==> src/rtl/router_fifo_if.sv <==
// Router FIFO bus: write side (push + header flag + byte), read side (pop + registered byte),
// and the full/empty status the sync block and reader watch.
//   master : drives write_enb, read_enb, lfd_state, data_in; observes data_out, full, empty
//   slave  : the FIFO itself
interface router_fifo_if #(
  parameter int unsigned WIDTH = 8
) ();
  logic             write_enb;
  logic             read_enb;
  logic             lfd_state;
  logic [WIDTH-1:0] data_in;
  logic [WIDTH-1:0] data_out;
  logic             full;
  logic             empty;

  modport master (
    output write_enb, read_enb, lfd_state, data_in,
    input  data_out, full, empty
  );

  modport slave (
    input  write_enb, read_enb, lfd_state, data_in,
    output data_out, full, empty
  );
endinterface

==> src/rtl/router_fifo.sv <==
// Router output FIFO. Stores {header_flag, byte} entries, pops with one cycle of latency
// into a registered data_out, and tracks the remaining length of the packet being read so
// that data_out returns to 0 at packet boundaries when nothing is popped.
//   clock      : single rising-edge clock
//   resetn     : asynchronous active-low reset
//   soft_reset : synchronous flush, overrides push/pop in its cycle
//   bus        : router_fifo_if slave (write_enb, read_enb, lfd_state, data_in,
//                data_out, full, empty)
module router_fifo #(
  parameter int unsigned WIDTH = 8,
  parameter int unsigned DEPTH = 16
) (
  input logic          clock,
  input logic          resetn,
  input logic          soft_reset,
  router_fifo_if.slave bus
);

  localparam int unsigned AW = $clog2(DEPTH);
  localparam int unsigned PW = AW + 1;

  logic [WIDTH:0]   mem [DEPTH];
  logic [PW-1:0]    wr_ptr_q, wr_ptr_d;
  logic [PW-1:0]    rd_ptr_q, rd_ptr_d;
  logic [5:0]       pkt_cnt_q, pkt_cnt_d;
  logic [WIDTH-1:0] data_out_q, data_out_d;
  logic [WIDTH:0]   rd_entry;
  logic             full, empty, push, pop;

  // Extra pointer MSB distinguishes a full ring from an empty one.
  assign empty    = (wr_ptr_q == rd_ptr_q);
  assign full     = (wr_ptr_q[AW-1:0] == rd_ptr_q[AW-1:0]) && (wr_ptr_q[AW] != rd_ptr_q[AW]);
  assign push     = bus.write_enb & ~full;
  assign pop      = bus.read_enb & ~empty;
  assign rd_entry = mem[rd_ptr_q[AW-1:0]];

  assign bus.full     = full;
  assign bus.empty    = empty;
  assign bus.data_out = data_out_q;

  always_comb begin
    wr_ptr_d   = wr_ptr_q;
    rd_ptr_d   = rd_ptr_q;
    pkt_cnt_d  = pkt_cnt_q;
    data_out_d = data_out_q;
    if (soft_reset) begin
      wr_ptr_d   = '0;
      rd_ptr_d   = '0;
      pkt_cnt_d  = '0;
      data_out_d = '0;
    end else begin
      if (push) begin
        wr_ptr_d = wr_ptr_q + PW'(1);
      end
      if (pop) begin
        rd_ptr_d   = rd_ptr_q + PW'(1);
        data_out_d = rd_entry[WIDTH-1:0];
        if (rd_entry[WIDTH]) begin
          // Header: payload length from bits [7:2], plus one for the parity byte.
          pkt_cnt_d = rd_entry[7:2] + 6'd1;
        end else if (pkt_cnt_q != 6'd0) begin
          pkt_cnt_d = pkt_cnt_q - 6'd1;
        end
      end else if (pkt_cnt_q == 6'd0) begin
        // Between packets the output idles at zero.
        data_out_d = '0;
      end
    end
  end

  always_ff @(posedge clock or negedge resetn) begin
    if (!resetn) begin
      wr_ptr_q   <= '0;
      rd_ptr_q   <= '0;
      pkt_cnt_q  <= '0;
      data_out_q <= '0;
    end else begin
      wr_ptr_q   <= wr_ptr_d;
      rd_ptr_q   <= rd_ptr_d;
      pkt_cnt_q  <= pkt_cnt_d;
      data_out_q <= data_out_d;
    end
  end

  // Storage is not reset; the pointers alone define what is valid.
  always_ff @(posedge clock) begin
    if (push && !soft_reset) begin
      mem[wr_ptr_q[AW-1:0]] <= {bus.lfd_state, bus.data_in};
    end
  end

endmodule

==> src/flat_wrapper.sv <==
// flat-port wrapper written by rule: the top's interface ports become plain ports
module router_fifo_flat 
#(
  parameter int unsigned WIDTH = 8,
  parameter int unsigned DEPTH = 16
)
  (clock, resetn, soft_reset, bus_write_enb, bus_read_enb, bus_lfd_state, bus_data_in, bus_data_out, bus_full, bus_empty);
  router_fifo_if #(.WIDTH(WIDTH)) bus_i ();
  input logic clock;
  input logic resetn;
  input logic soft_reset;
  input wire logic [$bits(bus_i.write_enb)-1:0] bus_write_enb;
  input wire logic [$bits(bus_i.read_enb)-1:0] bus_read_enb;
  input wire logic [$bits(bus_i.lfd_state)-1:0] bus_lfd_state;
  input wire logic [$bits(bus_i.data_in)-1:0] bus_data_in;
  output wire logic [$bits(bus_i.data_out)-1:0] bus_data_out;
  output wire logic [$bits(bus_i.full)-1:0] bus_full;
  output wire logic [$bits(bus_i.empty)-1:0] bus_empty;
  assign bus_i.write_enb = bus_write_enb;
  assign bus_i.read_enb = bus_read_enb;
  assign bus_i.lfd_state = bus_lfd_state;
  assign bus_i.data_in = bus_data_in;
  assign bus_data_out = bus_i.data_out;
  assign bus_full = bus_i.full;
  assign bus_empty = bus_i.empty;
  router_fifo #(.WIDTH(WIDTH), .DEPTH(DEPTH)) u_core (.clock(clock), .resetn(resetn), .soft_reset(soft_reset), .bus(bus_i));
endmodule
==> config.mk <==
export PLATFORM = sky130hd
export DESIGN_NAME = router_fifo_flat
export DESIGN_NICKNAME = d
export VERILOG_FILES = /design/src/rtl/router_fifo_if.sv /design/src/rtl/router_fifo.sv /design/src/flat_wrapper.sv
export SDC_FILE = /design/constraint.sdc
export NUM_CORES = 1
export LEC_CHECK = 0
export CAP_MARGIN = 20
export CORE_ASPECT_RATIO = 2
export CORE_UTILIZATION = 30
export CTS_BUF_LIST = sky130_fd_sc_hd__clkbuf_2
export DETAILED_ROUTE_END_ITERATION = 10
export GPL_TIMING_DRIVEN = 0
export RECOVER_POWER = 50
export SLEW_MARGIN = 25
export SYNTH_ARGS = -nofsm -noshare
export SYNTH_HDL_FRONTEND = slang
export SYNTH_SLANG_ARGS = --single-unit
==> constraint.sdc <==
create_clock -name clock -period 2.45 [get_ports clock]
set_input_delay 0.735 -clock clock [delete_from_list [all_inputs] [get_ports clock]]
set_output_delay 0.735 -clock clock [all_outputs]
set_load 0.005 [all_outputs]
==> impl_metrics.json, run 1 <==
{
  "status": "finished with violations",
  "violations": "negative setup slack",
  "grt_max_degree": 25,
  "tightest_slew_ns": 1.37,
  "min_path_cells": 2,
  "rr_endpoint": "u_core.mem[4][6]",
  "worst_slack_ns": -0.384,
  "synthCells": 401,
  "async_flop_share_pct": 14.3,
  "min_to": "u_core.pkt_cnt_q[3]",
  "io_pins": 24,
  "area_growth_pct": 18.6,
  "grt_setup_unrepaired": "yes",
  "grt_busiest_layer": "met2",
  "dieArea_sq_mm": 0.0239,
  "fmax_mhz": 353,
  "critical_path_arrival_ns": 2.10,
  "layout_min_cycle_time_ns": 2.83,
  "cp-start-kind": "flip-flop",
  "synth.ff_latch_count": 168,
  "path_clk_slew_ns": 0.24,
  "placed_area_sq_mm": 0.00754,
  "maxSlewViolCount": 0,
  "grt_overflow_total": 0,
  "fin_crit_sh_pct": 116,
  "die_h_um": 218,
  "power_density_mw_per_mm2": 742,
  "final_cell_area_sq_mm": 0.00828,
  "totalPowerFinal_mw": 6.14,
  "drt_drc_violations_left": 0,
  "reg2reg_depth": 11,
  "drt_iter0_drc": 248,
  "register_area_sq_mm": 0.00493,
  "drt-pass1-iter-count": 4,
  "endpoint_kind": "output pin",
  "yosysWarnings": 0,
  "r2r_start": "u_core.wr_ptr_q[3]",
  "synth_area_leader_cell": "edfxtp_1",
  "wl_um": 16400,
  "multi_input_area_sq_mm": 0.00212,
  "fin_nets": 492,
  "path_max_fanout": 4,
  "synth_cell_type_count": 43,
  "wire_per_inst_um": 21.4,
  "vdd_ir_drop_max_mv": 0.241,
  "netlist_top_cells_count": "144 x edfxtp_1, 34 x mux4_2, 24 x dfrtp_1",
  "use_met2_pct": 27.5,
  "finClkSkew_ns": 0.0397,
  "synth_nets": 423,
  "dieWidth_um": 110,
  "vias": 3851,
  "reg2reg_slack_ns": -0.09,
  "core_area_sq_mm": 0.0227,
  "htreeDepth": 4,
  "synth_flop_cell": "edfxtp_1",
  "io_buffers": 22,
  "antenna_found_initial": 1,
  "min_from": "soft_reset",
  "met1_usage_pct": 14.2,
  "yosysSeqAreaShare_pct": 70.6,
  "use_met3_pct": 3.56,
  "yosys.cell_count.top_type": "edfxtp_1",
  "synth_edf_count": 144,
  "synth_area_leaders": "edfxtp_1 62%, mux4_2 11%, dfrtp_1 8.6%",
  "grt_pass1_wl_um": 24500,
  "antenna_left": 0,
  "setup_viol": 68,
  "hold_viol_final": 0,
  "numCtsBuffers": 17,
  "timing.hold.ws_ns": 0.446,
  "p_leak_nw": 2.80,
  "routabilityCongestion": 0.793,
  "cap_viol_max_count": 0,
  "drive_gt1_share_pct": 33.5,
  "track_usage_pct": 14.8,
  "syn_area_sq_mm": 0.00698,
  "cts_buffer_depth": 2,
  "slew_headroom_pct": 8.73,
  "crit_type": "reg2out",
  "nFillCells": 2114,
  "hpwl_um": 10800,
  "required_ns": 1.71,
  "clkLatencyLatePin_ns": 0.77,
  "yosysTopAreaCellShare_pct": 62.0,
  "cts.sinks": 168,
  "via_per_inst": 5.04,
  "holdCritPathClass": "in2reg",
  "rows": 78,
  "cts_tree": "done",
  "grt_pass1_vias": 4079,
  "dp_slack_ns": -0.710,
  "cts_root_buffer": "clkbuf_2",
  "syn_avg_cell_area_sq_um": 17.4,
  "initial_core_util_pct": 30.7
}
layout make-up:
type	count	share of cell area (%)
Sequential cell	168	59.6
Timing Repair Buffer	50	4.99
Tap cell	280	4.23
Inverter	6	0.272
Clock buffer	18	1.09
Clock inverter	14	2.19
Antenna cell	1	0.0302
Multi-Input combinational cell	209	25.6
Buffer	18	2.00
timing repair:
action / in CTS / in global routing
pin swaps: 11 / 6
endpoints found under the hold margin: 24 / 0
hold buffers: 1 / 0
resized for setup: 88 / 18
cloned: 5 / 0
setup endpoints to repair: 162 / 115
buffers inserted: 22 / 6
metal layers:
metal | up-vias | share of wire (%)
met5 | - | 0
met4 | 0 | 4.9
met3 | 35 | 3.4
met2 | 109 | 58
met1 | 1996 | 34
li1 | 1711 | -
metrics by stage:
stage | TNS (ns) | utilization [%] | cells
floorplan | 0 | - | 401
global placement | -84.44 | 33.2 | 703
detailed placement | -87.20 | 33.2 | 703
CTS | -0.778 | 35.9 | 759
global route | -19.83 | 36.4 | 764
finish | -3.55 | 36.4 | 764
placed cells by master, fill, tap and decap left out, types with 6 or more instances in the layout:
cell type      count
dlygate4sd3_1     10
dfrtp_1           18
a21oi_1           13
xor2_1            10
nor2_1            18
dlygate4sd2_1      8
clkbuf_2          18
nand3_1           11
nand2_1           18
and2_4            19
mux4_2            35
edfxtp_1         144
dfrtp_2            6
ha_1               7
buf_4             31
kinds of logic (layout without fill, tap and decap cells):
group	Yosys count	after routing	share of synthesized area (%)
and+or+nand+nor	95	100	6.97
adders and majority gates	8	8	1.43
other	0	1	0
xor gates and xnor gates	17	17	2.13
muxes	40	40	12.3
DFF	168	168	70.6
AOI/OAI and AO/OA	44	44	4.39
buffers and inverters	29	106	2.19
state kept, by name, summed over array words and instances (netlist names):
| register | flops |
|---|---|
| u_core.wr_ptr_q | 5 |
| u_core.bus.data_out | 8 |
| u_core.rd_ptr_q | 5 |
| u_core.mem | 144 |
| u_core.pkt_cnt_q | 6 |
power breakdown:
part / leakage (nW) / switching [mW] / internal, mW
combinational: 1.03 / 0.682 / 0.639
sequential: 1.62 / 0.0449 / 3.17
clock: 0.154 / 0.936 / 0.664
total: 2.80 / 1.66 / 4.48
worst max-delay path by stage:
stage | endpoint | from | depth (start not counted) | slack [ns]
final | bus_empty | u_core.wr_ptr_q[1] | 5 | -0.38
after floorplan | u_core.pkt_cnt_q[2] | u_core.rd_ptr_q[0] | 9 | 0.22
after global placement | u_core.mem[9][3] | bus_write_enb | 6 | -0.68
after CTS | bus_empty | u_core.wr_ptr_q[0] | 5 | -0.45
after global routing | bus_empty | u_core.rd_ptr_q[0] | 5 | -0.54
after detailed placement | u_core.mem[11][0] | bus_write_enb | 6 | -0.71
critical path: stages (launching register included):
cell and delay [ns]:
dfrtp_2 0.50, xor2_2 0.18, nor4_2 0.26, buf_4 0.17, and2_4 0.13, buf_6 0.08
Note: power is estimated with default switching activity, not from simulation.
==> run 2, diff against run 1 <==
--- a/config.mk
+++ b/config.mk
@@ -7,9 +7,11 @@
 export LEC_CHECK = 0
 export CAP_MARGIN = 20
 export CORE_ASPECT_RATIO = 2
+export CORE_MARGIN = 4
 export CORE_UTILIZATION = 30
 export CTS_BUF_LIST = sky130_fd_sc_hd__clkbuf_2
 export DETAILED_ROUTE_END_ITERATION = 10
+export GPL_ROUTABILITY_DRIVEN = 0
 export GPL_TIMING_DRIVEN = 0
 export RECOVER_POWER = 50
 export SLEW_MARGIN = 25
==> run 2 against run 1 <==
The flow still finishes with violations (negative setup slack); largest power group unchanged; critical path type unchanged; design area down 0.76%; first-iteration DRC count up 51%; cell count down 0.92%; highest routed layer is now met5.
==> impl_metrics.json, run 2 (same netlist as run 1, synthesis figures left out) <==
{
  "grt_overflow_total": 0,
  "rows": 78,
  "reg2reg_slack_ns": 0.05,
  "dieWidth_um": 116,
  "layout_min_cycle_time_ns": 2.80,
  "critical_path_arrival_ns": 2.06,
  "crit_buf_inv": 2,
  "final_common_cell": "edfxtp_1",
  "endpoint_kind": "output pin",
  "drt-pass1-iter-count": 6,
  "register_area_sq_mm": 0.00493,
  "htreeDepth": 4,
  "hold_viol_final": 0,
  "wl_um": 15700,
  "die_h_um": 224,
  "drt_drc_violations_left": 0,
  "clkLatencyLatePin_ns": 0.77,
  "worstPathCellList": "xor2_1 > nor4_2 > buf_4 > and2_4 > buf_6",
  "core_area_sq_mm": 0.0228,
  "initial_core_util_pct": 30.6,
  "setup_viol": 2,
  "crit_slowest_cell": "dfrtp_2",
  "drive_gt1_share_pct": 32.4,
  "io_pins": 24,
  "crit_family": "flip-flops",
  "cts_root_buffer": "clkbuf_2",
  "dieArea_sq_mm": 0.0259,
  "antenna_left": 0,
  "slew_headroom_pct": 12.0,
  "grt_pass1_vias": 3912,
  "fin_crit_sh_pct": 114,
  "numCtsBuffers": 17,
  "tightest_slew_ns": 1.32,
  "io_buffers": 22,
  "required_ns": 1.71,
  "cts_buffer_depth": 2,
  "vias": 3754,
  "nFillCells": 2160,
  "dp.cells": 703,
  "holdCritPathClass": "in2reg",
  "finClkSkew_ns": 0.0185,
  "worst_slack_ns": -0.347,
  "path_max_fanout": 3,
  "crit_type": "reg2out",
  "area_growth_pct": 17.7,
  "power_density_mw_per_mm2": 752,
  "final_cell_area_sq_mm": 0.00822,
  "status": "finished with violations",
  "p_leak_nw": 2.78,
  "stdcell_count": 757,
  "vdd_ir_drop_max_mv": 0.483,
  "cp-start-kind": "flip-flop",
  "hpwl_um": 10500,
  "grt_max_degree": 25,
  "maxSlewViolCount": 0,
  "final_cell_mix": "144 x edfxtp_1, 35 x mux4_2, 26 x buf_4",
  "final_util_pct": 36.0,
  "track_usage_pct": 12.4,
  "cts.sinks": 168,
  "placed_area_sq_mm": 0.00754,
  "cap_viol_max_count": 0,
  "wire_per_inst_um": 20.8,
  "drt_iter0_drc": 375,
  "fin_nets": 486,
  "slowest_delay_ns": 0.47,
  "fmax_mhz": 358,
  "grt_pass1_wl_um": 23000,
  "largest_reg_flops": 144,
  "path_clk_slew_ns": 0.22,
  "cts_tree": "done",
  "via_per_inst": 4.96,
  "violations": "negative setup slack",
  "grt_setup_unrepaired": "yes",
  "multi_input_area_sq_mm": 0.00207,
  "antenna_found_initial": 2
}
## run 2: repair_timing
item | CTS | global route
buffers inserted | 13 | 12
cloned | 0 | 1
pin swaps | 5 | 13
resized for setup | 77 | 22
hold buffers | 1 | 0
endpoints found under the setup margin | 162 | 152
endpoints found under the hold margin | 24 | 0
## run 2: layout make-up
cell class | instances | share of cell area, %
diodes | 1 | 0.0305
plain buffers | 18 | 1.87
clock buffers | 17 | 1.04
clock inverters | 14 | 2.18
inverters | 6 | 0.274
multi-input cells | 205 | 25.2
flip-flops and latches | 168 | 60.1
well taps | 280 | 4.26
repair buffers | 48 | 5.13
## run 2: routing by layer
metal	global-route usage (%)	share of wire, %	wire length (um)
met3	2.68	3.9	610
met5	0	0.076	12
met1	12.3	35	5500
met2	22.8	57	8940
met4	7.23	4.3	684
## run 2: metrics by stage
stage | setup WS [ns] | hold slack, ns | total power [mW] | setup TNS [ns]
final | -0.347 | 0.442 | 6.17 | -0.579
after floorplan | 0.219 | 0.439 | 4.07 | 0
after global placement | -0.644 | 0.515 | 4.39 | -78.93
after detailed placement | -0.657 | 0.525 | 4.41 | -80.88
after global routing | -0.495 | 0.387 | 6.45 | -1.08
after CTS | -0.453 | 0.377 | 6.11 | -0.800
## run 2: worst paths after layout
path,from,endpoint,cells past startpoint
hold reg to reg,u_core.bus.data_out[3],u_core.bus.data_out[3],2
min in group asynchronous,resetn,u_core.bus.data_out[4],2
setup / recovery,u_core.wr_ptr_q[3],bus_empty,5
setup reg to reg,u_core.rd_ptr_q[0],u_core.pkt_cnt_q[5],9
hold / removal,soft_reset,u_core.pkt_cnt_q[5],2
max in group asynchronous,resetn,u_core.wr_ptr_q[1],2
## run 2: power breakdown
| part | internal (mW) | total [mW] | switching, mW | leakage [nW] |
|---|---|---|---|---|
| Combinational | 0.676 | 1.37 | 0.694 | 1.00 |
| Clock | 0.658 | 1.59 | 0.928 | 0.161 |
| Sequential | 3.17 | 3.22 | 0.0458 | 1.62 |
==> run 3, diff against run 2 <==
--- a/config.mk
+++ b/config.mk
@@ -5,6 +5,7 @@
 export SDC_FILE = /design/constraint.sdc
 export NUM_CORES = 1
 export LEC_CHECK = 0
+export ABC_CLOCK_PERIOD_IN_PS = 2450
 export CAP_MARGIN = 20
 export CORE_ASPECT_RATIO = 2
 export CORE_MARGIN = 4
==> results of run 3 <==
Same layout as run 2: the final DEF is identical, and so are final timing and power.
